$ cat src/rtl/cls_pkg.sv
// Shared constants for the SPI byte transmitter: default timing, FIFO depth and FSM encoding.
package cls_pkg;

  localparam int CLK_DIV_DEF    = 50;
  localparam int GAP_CYCLES_DEF = 4000;
  localparam int DEPTH_LOG2_DEF = 4;

  typedef logic [2:0] state_t;

  localparam state_t ST_IDLE     = 3'd0;
  localparam state_t ST_SETUP    = 3'd1;
  localparam state_t ST_SHIFT_LO = 3'd2;
  localparam state_t ST_SHIFT_HI = 3'd3;
  localparam state_t ST_HOLD     = 3'd4;
  localparam state_t ST_GAP      = 3'd5;

endpackage

$ cat src/rtl/cls_byte_fifo.sv
// Circular byte FIFO with a separately tracked count; full writes are dropped.
module cls_byte_fifo
  import cls_pkg::*;
#(
  parameter int DEPTH_LOG2 = DEPTH_LOG2_DEF
) (
  input  logic                  CLK,
  input  logic                  RST,
  input  logic                  push,
  input  logic [7:0]            push_data,
  input  logic                  pop,
  output logic [7:0]            pop_data,
  output logic [DEPTH_LOG2:0]   count,
  output logic                  full
);

  localparam logic [DEPTH_LOG2:0]   DEPTH   = {1'b1, {DEPTH_LOG2{1'b0}}};
  localparam logic [DEPTH_LOG2:0]   CNT_ONE = {{DEPTH_LOG2{1'b0}}, 1'b1};
  localparam logic [DEPTH_LOG2-1:0] PTR_ONE = {{(DEPTH_LOG2-1){1'b0}}, 1'b1};

  logic [7:0]            mem_r [2**DEPTH_LOG2];
  logic [DEPTH_LOG2-1:0] wr_ptr_r;
  logic [DEPTH_LOG2-1:0] rd_ptr_r;
  logic [DEPTH_LOG2:0]   count_r;
  logic                  push_ok_s;
  logic                  pop_ok_s;

  assign full      = (count_r == DEPTH);
  assign count     = count_r;
  assign pop_data  = mem_r[rd_ptr_r];
  assign push_ok_s = push && !full;
  assign pop_ok_s  = pop && (|count_r);

  // Storage array: written only on an accepted push, never reset.
  always_ff @(posedge CLK) begin
    if (push_ok_s) begin
      mem_r[wr_ptr_r] <= push_data;
    end
  end

  // Pointers wrap naturally at the power-of-two depth; count changes only on push xor pop.
  always_ff @(posedge CLK) begin
    if (RST) begin
      wr_ptr_r <= '0;
      rd_ptr_r <= '0;
      count_r  <= '0;
    end else begin
      if (push_ok_s) begin
        wr_ptr_r <= wr_ptr_r + PTR_ONE;
      end
      if (pop_ok_s) begin
        rd_ptr_r <= rd_ptr_r + PTR_ONE;
      end
      case ({push_ok_s, pop_ok_s})
        2'b10:   count_r <= count_r + CNT_ONE;
        2'b01:   count_r <= count_r - CNT_ONE;
        default: count_r <= count_r;
      endcase
    end
  end

endmodule

$ cat src/rtl/cls_spi_tx.sv
// SPI mode-0 byte transmitter fed from a FIFO; one byte per slave-select window, with a fixed SS-high gap.
module cls_spi_tx
  import cls_pkg::*;
#(
  parameter int CLK_DIV    = CLK_DIV_DEF,
  parameter int GAP_CYCLES = GAP_CYCLES_DEF,
  parameter int DEPTH_LOG2 = DEPTH_LOG2_DEF
) (
  input  logic                CLK,
  input  logic                RST,
  input  logic                wr_valid,
  input  logic [7:0]          wr_data,
  output logic                wr_ready,
  output logic                ss,
  output logic                sclk,
  output logic                mosi,
  input  logic                miso,
  output logic [7:0]          rx_data,
  output logic                byte_done,
  output logic                busy,
  output logic [DEPTH_LOG2:0] fifo_count
);

  localparam logic [15:0] DIV_LAST = 16'(CLK_DIV - 1);
  localparam logic [15:0] GAP_LAST = 16'(GAP_CYCLES - 1);

  state_t      state_r;
  logic [15:0] div_r;
  logic [2:0]  bit_r;
  logic [6:0]  tx_sh_r;
  logic [7:0]  rx_sh_r;
  logic        ss_r;
  logic        sclk_r;
  logic        mosi_r;
  logic        byte_done_r;
  logic [7:0]  rx_data_r;

  logic        pop_s;
  logic        full_s;
  logic        div_end_s;
  logic [7:0]  pop_data_s;
  logic [DEPTH_LOG2:0] count_s;

  cls_byte_fifo #(
    .DEPTH_LOG2 (DEPTH_LOG2)
  ) u_fifo (
    .CLK       (CLK),
    .RST       (RST),
    .push      (wr_valid),
    .push_data (wr_data),
    .pop       (pop_s),
    .pop_data  (pop_data_s),
    .count     (count_s),
    .full      (full_s)
  );

  assign pop_s      = (state_r == ST_IDLE) && (|count_s);
  assign wr_ready   = !full_s;
  assign fifo_count = count_s;
  assign busy       = (state_r != ST_IDLE) || (|count_s);
  assign ss         = ss_r;
  assign sclk       = sclk_r;
  assign mosi       = mosi_r;
  assign rx_data    = rx_data_r;
  assign byte_done  = byte_done_r;

  // Terminal count of the shared divider: GAP uses its own, longer limit.
  always_comb begin
    div_end_s = 1'b0;
    if (state_r == ST_GAP) begin
      div_end_s = (div_r == GAP_LAST);
    end else begin
      div_end_s = (div_r == DIV_LAST);
    end
  end

  // Byte FSM: 8 high/low sclk pairs framed by SETUP and HOLD; the last low phase keeps bit0 on mosi.
  always_ff @(posedge CLK) begin
    if (RST) begin
      state_r     <= ST_IDLE;
      div_r       <= 16'd0;
      bit_r       <= 3'd0;
      tx_sh_r     <= 7'd0;
      rx_sh_r     <= 8'd0;
      ss_r        <= 1'b1;
      sclk_r      <= 1'b0;
      mosi_r      <= 1'b0;
      byte_done_r <= 1'b0;
      rx_data_r   <= 8'd0;
    end else begin
      byte_done_r <= 1'b0;
      case (state_r)
        ST_IDLE: begin
          div_r <= 16'd0;
          if (pop_s) begin
            tx_sh_r <= pop_data_s[6:0];
            mosi_r  <= pop_data_s[7];
            ss_r    <= 1'b0;
            bit_r   <= 3'd0;
            state_r <= ST_SETUP;
          end
        end
        ST_SETUP: begin
          if (div_end_s) begin
            div_r   <= 16'd0;
            sclk_r  <= 1'b1;
            rx_sh_r <= {rx_sh_r[6:0], miso};
            state_r <= ST_SHIFT_HI;
          end else begin
            div_r <= div_r + 16'd1;
          end
        end
        ST_SHIFT_HI: begin
          if (div_end_s) begin
            div_r   <= 16'd0;
            sclk_r  <= 1'b0;
            state_r <= ST_SHIFT_LO;
            if (bit_r != 3'd7) begin
              mosi_r  <= tx_sh_r[6];
              tx_sh_r <= {tx_sh_r[5:0], 1'b0};
            end
          end else begin
            div_r <= div_r + 16'd1;
          end
        end
        ST_SHIFT_LO: begin
          if (div_end_s) begin
            div_r <= 16'd0;
            if (bit_r == 3'd7) begin
              state_r <= ST_HOLD;
            end else begin
              bit_r   <= bit_r + 3'd1;
              sclk_r  <= 1'b1;
              rx_sh_r <= {rx_sh_r[6:0], miso};
              state_r <= ST_SHIFT_HI;
            end
          end else begin
            div_r <= div_r + 16'd1;
          end
        end
        ST_HOLD: begin
          if (div_end_s) begin
            div_r       <= 16'd0;
            ss_r        <= 1'b1;
            byte_done_r <= 1'b1;
            rx_data_r   <= rx_sh_r;
            state_r     <= ST_GAP;
          end else begin
            div_r <= div_r + 16'd1;
          end
        end
        ST_GAP: begin
          if (div_end_s) begin
            div_r   <= 16'd0;
            state_r <= ST_IDLE;
          end else begin
            div_r <= div_r + 16'd1;
          end
        end
        default: begin
          state_r <= ST_IDLE;
          div_r   <= 16'd0;
          ss_r    <= 1'b1;
          sclk_r  <= 1'b0;
        end
      endcase
    end
  end

endmodule

$ cat config.mk
export PLATFORM = sky130hd
export DESIGN_NAME = cls_spi_tx
export DESIGN_NICKNAME = d
export VERILOG_FILES = /design/src/rtl/cls_pkg.sv /design/src/rtl/cls_byte_fifo.sv /design/src/rtl/cls_spi_tx.sv
export SDC_FILE = /design/constraint.sdc
export NUM_CORES = 1
export LEC_CHECK = 0
export CAP_MARGIN = 0
export CORE_UTILIZATION = 25
export DETAILED_ROUTE_END_ITERATION = 7
export PLACE_DENSITY = 0.43
export SYNTH_ARGS = -nofsm -noshare
export SYNTH_HDL_FRONTEND = slang
export SYNTH_SLANG_ARGS = --single-unit
$ cat constraint.sdc
create_clock -name CLK -period 3.15 [get_ports CLK]
set_input_delay 0.4725 -clock CLK [delete_from_list [all_inputs] [get_ports CLK]]
set_output_delay 0.4725 -clock CLK [all_outputs]
set_load 0.1 [all_outputs]
Yosys cells after proc, flatten, opt, wreduce, memory -nomap -nowiden
Memories as Yosys holds them, arrays and structs flattened. A register that Yosys moved wholly into a read port is not among the register bits.
Cells that the tools add are included.
{ "word_totals": {"elab_cells": 106, "mem_count": 1, "regBits": 62, "ram_bits": 128} }
{ "classes": {"n_bitwise": 4, "reduce_logical": 24, "n_mux": 38, "eq_ne": 20, "addsub": 6} }
{ "mem_list": {"columns": ["name", "depth", "word_bits", "rd", "rd_ports_with_merged_regs", "write_ports", "line", "source"], "rows": [
  ["u_fifo.mem_r", 16, 8, 1, 1, 1, "cls_byte_fifo.sv:21", "logic [7:0] mem_r [2**DEPTH_LOG2];"]
]} }
{ "op_table": {"columns": ["op", "n"], "rows": [
  ["$mux W3", 10],
  ["$mux W8", 3],
  ["$mux W7", 3],
  ["$pmux W3 S6", 1],
  ["$add A16 B1 Y16 const B", 1],
  ["$eq A16 B12 Y1 const B", 1],
  ["$eq A16 B6 Y1 const B", 1],
  ["$pmux W8 S2", 1],
  ["$ne A2 B2 Y1 const B", 7],
  ["$pmux W7 S2", 1],
  ["$mux W1", 12],
  ["$reduce_and A4 Y1", 3],
  ["$pmux W5 S2", 1],
  ["$reduce_or A5 Y1", 2],
  ["$eq A3 B3 Y1 const B", 3],
  ["$add A4 B1 Y4 const B", 2],
  ["$mux W4", 2],
  ["$reduce_bool A2 Y1", 4],
  ["$eq A3 B2 Y1 const B", 2],
  ["$pmux W3 S2", 1],
  ["$reduce_and A6 Y1", 1],
  ["$reduce_or A3 Y1", 2],
  ["$add A5 B1 Y5 const B", 1],
  ["$eq A5 B5 Y1 const B", 1],
  ["21 further kinds", 26]
]} }

Logic depth before layout (Yosys ltp)
{ "depth": {"ltp_word": 5, "depth_mapped": 13} }

Cells and area by module
A second synthesis with hierarchy kept.
{ "unflattened": {"cells_unflattened": 562, "hier_area_um2": 8166.6} }
{ "modules_own_cells": {"columns": ["module", "n_inst", "area_per_inst_um2", "seq_area_each_um2", "cells_per_inst"], "rows": [
  ["cls_byte_fifo", 1, 5731.7, 4184.0, 294],
  ["cls_spi_tx", 1, 2434.8, 980.9, 268]
]} }

Worst setup path after synthesis
No wires, ideal clock.
{ "synth_timing": {"kind": "register to register", "start": "register u_fifo.count_r[1] (netlist: u_fifo.count[1])", "end": "register u_fifo.count_r[4] (netlist: u_fifo.count[4])", "t_arrival_ps": 3703, "setup_ps": 121, "required_time_ps": 3029, "period_less_slack_ps": 3823, "path_stages_with_launch": 14, "path_buffers": 2, "setup_slack_ps": -673, "cell_sequence": "dfxtp_1 > buf_2 > nor4_1 > a21boi_1 > inv_1 > ha_1 > clkbuf_1 > xor2_1 > ha_1 > o21a_1 > o22a_1 > a21oi_1 > mux2i_1 > mux2_2"} }
{ "synth_between": {"elab_chain_len": 5, "word_cells_on_any_way": 12, "classes_between": "add/sub (2); eq/ne (3); mux (1); reduce/logical (6)"} }
{ "synth_rtl": {"columns": ["item", "line", "source"], "rows": [
  ["from (decl)", "cls_byte_fifo.sv:24", "logic [DEPTH_LOG2:0] count_r;"],
  ["from (signal assigned)", "cls_byte_fifo.sv:55", "2'b10: count_r <= count_r + CNT_ONE;"],
  ["from (signal assigned)", "cls_byte_fifo.sv:56", "2'b01: count_r <= count_r - CNT_ONE;"],
  ["from (signal assigned)", "cls_byte_fifo.sv:57", "default: count_r <= count_r;"],
  ["$eq A5 B5 Y1 or $reduce_or A5 Y1 (tied branches)", "cls_byte_fifo.sv:28, cls_byte_fifo.sv:32, cls_spi_tx.sv:57", null],
  ["$logic_not A1 Y1 or $logic_and A1 B1 Y1 (tied branches)", "cls_byte_fifo.sv:31, cls_spi_tx.sv:57", null],
  ["$logic_and A1 B1 Y1, on equally long branches", "cls_byte_fifo.sv:31, cls_byte_fifo.sv:32", null],
  ["$eq A2 B1 Y1 or $eq A2 B2 Y1 (tied branches)", "cls_byte_fifo.sv:54", "case ({push_ok_s, pop_ok_s})"],
  ["$pmux W5 S2 or $reduce_bool A2 Y1 (tied branches)", null, null]
]} }
Several ways; a longest one is shown, not always the timed one.
A chain may end at the register's enable or synchronous reset.

Final worst setup path
Same ends and word-level chain as after synthesis.

==> results by group <==
Run status
  • Outcome: finished, final reports clean

Floorplan
  • Die W: approximately 180 um
  • Cell row count: between 60 and 70
  • Starting Density: 0.255
  • Die area: around 0.033 mm^2
  • CORE AREA: 0.0316 mm^2
  • Die height: ~180 um
  • Top Ports: 31

Yosys
  • Seq/Total Area, Yosys: 0.640
  • Ys Warns: 0
  • Post-synth top cells: edfxtp_1 (128), nor2_1 (75), dfxtp_1 (66)
  • Synth cell types: 64
  • Register bit total from synthesis: 194
  • Syn Area/Cell: around 14 um^2
  • Syn_nets: 600
  • Fraction of registers with async set/reset: 0
  • Post-synthesis cell count: 576
  • Cell Area, Synth: between 0.008 and 0.009 mm^2
  • Most common flop cell mapped by yosys: edfxtp_1
  • Cell taking the most area after synthesis: edfxtp_1
  • Top-count cell post-synth: edfxtp_1
  • Post-synth EDFFs: 128
  • Synth top area cells: edfxtp_1 (48%), dfxtp_1 (16%), mux4_2 (8.1%)
  • Post-synth top area share: 0.476

STA
  • RSZ-0062 raised after global routing: no
  • Final setup margin: 186 ps
  • Smallest hold slack: around 470 ps
  • Clock skew: about 12 ps
  • Highest Clock Rate: 0.337 GHz
  • Final min period: 2960 ps
  • Fin. max-slew vios: 0
  • Worst Tran Pin Value: 957 ps
  • Worst slew margin: 0.360
  • Fin. Hold Viols: 0
  • Final setup vio count: 0
  • Period utilization: 0.941

Routing
  • Total wire length: 17800 um
  • Drt first pass iters: 4
  • DRT iter0 DRCs: a little under 300
  • Via density: approximately 4.6
  • Via count: roughly 4800
  • Drc violations: 0
  • Avg WL per Cell: about 17 um
  • Final ANT Viol Nets: 0

Critical path
  • WP data arrival: approximately 3300 ps
  • Crit Path Max Fanout: 10
  • Data required time at the worst endpoint: between 3000 and 4000 ps
  • CP startpoint kind: flip-flop
  • CP Capture Type: flip-flop
  • Critical path class: reg2reg

Clocking
  • CTS tree: built
  • Number of post-CTS setup repair buffers: 0
  • Max clock buf depth: 2
  • Root Buffer: clkbuf_16
  • CTS sink count: slightly below 200
  • # H-tree levels: 4
  • TritonCTS Buffers: 17
  • Post-CTS Hold Buffers: 0
  • PostCTS Resize Cnt: 0
  • Clk_lat worst skew: between 400 and 500 ps
  • Clock slew at reported path FFs: ~80 ps

Global routing
  • Antenna violations before repair: 0
  • Total global-route track usage: 0.112
  • GRT busiest layer: met2
  • Pin count of the biggest net entering global routing: 25
  • Total gr overflow: 0
  • First-pass GRT wire length: 27700 um
  • Met2 GRT Util: 0.185
  • Met1 Usage GRT: 0.145
  • Grt met3 use: 0.0243
  • Number of global-route vias before repair: ~4800

Placement
  • Pre-CTS WS: around 170 ps
  • GP Congestion: ~0.79
  • Placed cell area: between 0.008 and 0.009 mm^2
  • IO Port Bufs: 30
  • Dpl cells: just over 1000
  • Detail Placement HPWL: roughly 12000 um

Layout
  • N_diodes: 0
  • Final Non-Filler Cells: roughly 1000
  • Area Overhead vs Synth: 19.1%
  • Share of cells above drive strength 1: 0.223
  • Fin area: just under 0.01 mm^2
  • NumNets Final: 651

Job
  • Max Cap Viol: 0

Power and ir drop
  • PwrDens: approximately 720 mW/mm^2
  • Total power: a little under 7000 uW
  • Leakage power: roughly 0.0033 uW
  • Maximum vdd drop: ~0.0004 V

Hold path
  • Hold Crit Class: reg2reg
## flip-flops by register name, indices dropped and copies added, names as in the netlist, named ones only
name             flops
bit_r                3
byte_done            1
div_r               16
mosi                 1
rx_data              8
rx_sh_r              8
sclk                 1
ss                   1
state_r              3
tx_sh_r              7
u_fifo.count         5
u_fifo.mem_r       128
u_fifo.rd_ptr_r      4
u_fifo.wr_ptr_r      4
## layout make-up
type | instances | area, um^2
Fill cell | 3130 | 22000
Sequential cell | 194 | 5180
Multi-Input combinational cell | 338 | 2750
Timing Repair Buffer | 62 | 508
Tap cell | 402 | 503
Clock buffer | 17 | 425
Clock inverter | 15 | 191
Inverter | 14 | 55.1
## worst max-delay path: stages, from the launching register on
cell and delay [ps]:
dfxtp_4 380, or4_4 550, o21ai_4 250, inv_4 100, ha_4 200, xor2_1 150, ha_2 180, o21a_1 170
o22a_1 210, a21oi_2 130, mux2i_1 210, mux2_2 340
## cell families (layout without fill, tap and decap cells)
kind of cell | Yosys count | after routing | share of synthesized area
adder cells (fa/ha/maj) | 12 | 12 | 0.0186
AO/OA/AOI/OAI | 66 | 66 | 0.0597
XOR/XNOR | 23 | 23 | 0.0250
AND/OR/NAND/NOR | 172 | 172 | 0.107
buffers and inverters | 44 | 108 | 0.0230
multiplexers | 65 | 65 | 0.126
flip-flops | 194 | 194 | 0.640
## stage by stage
stage	TNS [ps]	util
after floorplan	-2.16	-
after global placement	0	0.284
after detailed placement	0	0.284
after CTS	0	0.304
after global routing	0	0.304
final	0	0.304
## power breakdown
group | leakage, uW | total, uW | internal, uW | switching [uW]
sequential | 0.00169 | 3020 | 2860 | 161
clock | 0.000299 | 2200 | 1090 | 1110
combinational | 0.00126 | 1670 | 663 | 1000
## routing by layer
metal  part of all wire  wire length, um  up-vias
li1                   -                -     2271
met1               0.47             8290     2420
met2               0.49             8650       85
met3              0.029              515       22
met4              0.020              359        0
met5                  0                0        -
## placed cells by master, fill, tap and decap left out, types with 3 or more instances in the layout
cell type        netlist  routed
edfxtp_1             128     128
nor2_1                75      75
dfxtp_1               66      61
buf_4                  3      49
mux2i_1               33      33
mux4_2                29      29
nand2_1               27      27
clkbuf_16              0      17
nor3_1                15      15
xor2_1                14      14
a21oi_1               14      13
inv_1                 12      12
clkdlybuf4s50_1        0      12
ha_1                  12      10
xnor2_1                9       9
nand3_1                8       8
o21ai_0                7       7
or3_1                  6       6
o31ai_1                6       6
nand4_1                6       6
nand2b_1               5       5
nor2b_1                5       5
clkinv_8               0       5
o211ai_1               4       4
a211oi_1               4       4
or4_4                  2       3
o2bb2ai_1              3       3
nand3b_1               3       3
mux2_2                 3       3
nor3b_1                3       3
o221a_2                3       3
dfxtp_2                0       3
inv_8                  0       3
inv_6                  0       3
## worst paths after layout
kind	slack (ps)	endpoint	startpoint	cells after the start
setup / recovery	190	u_fifo.count[4]	u_fifo.count[1]	11
hold / removal	470	div_r[0]	div_r[0]	1
setup reg to reg	190	u_fifo.count[4]	u_fifo.count[1]	11
hold reg to reg	470	div_r[0]	div_r[0]	1
(Power assumes the default switching activity.)
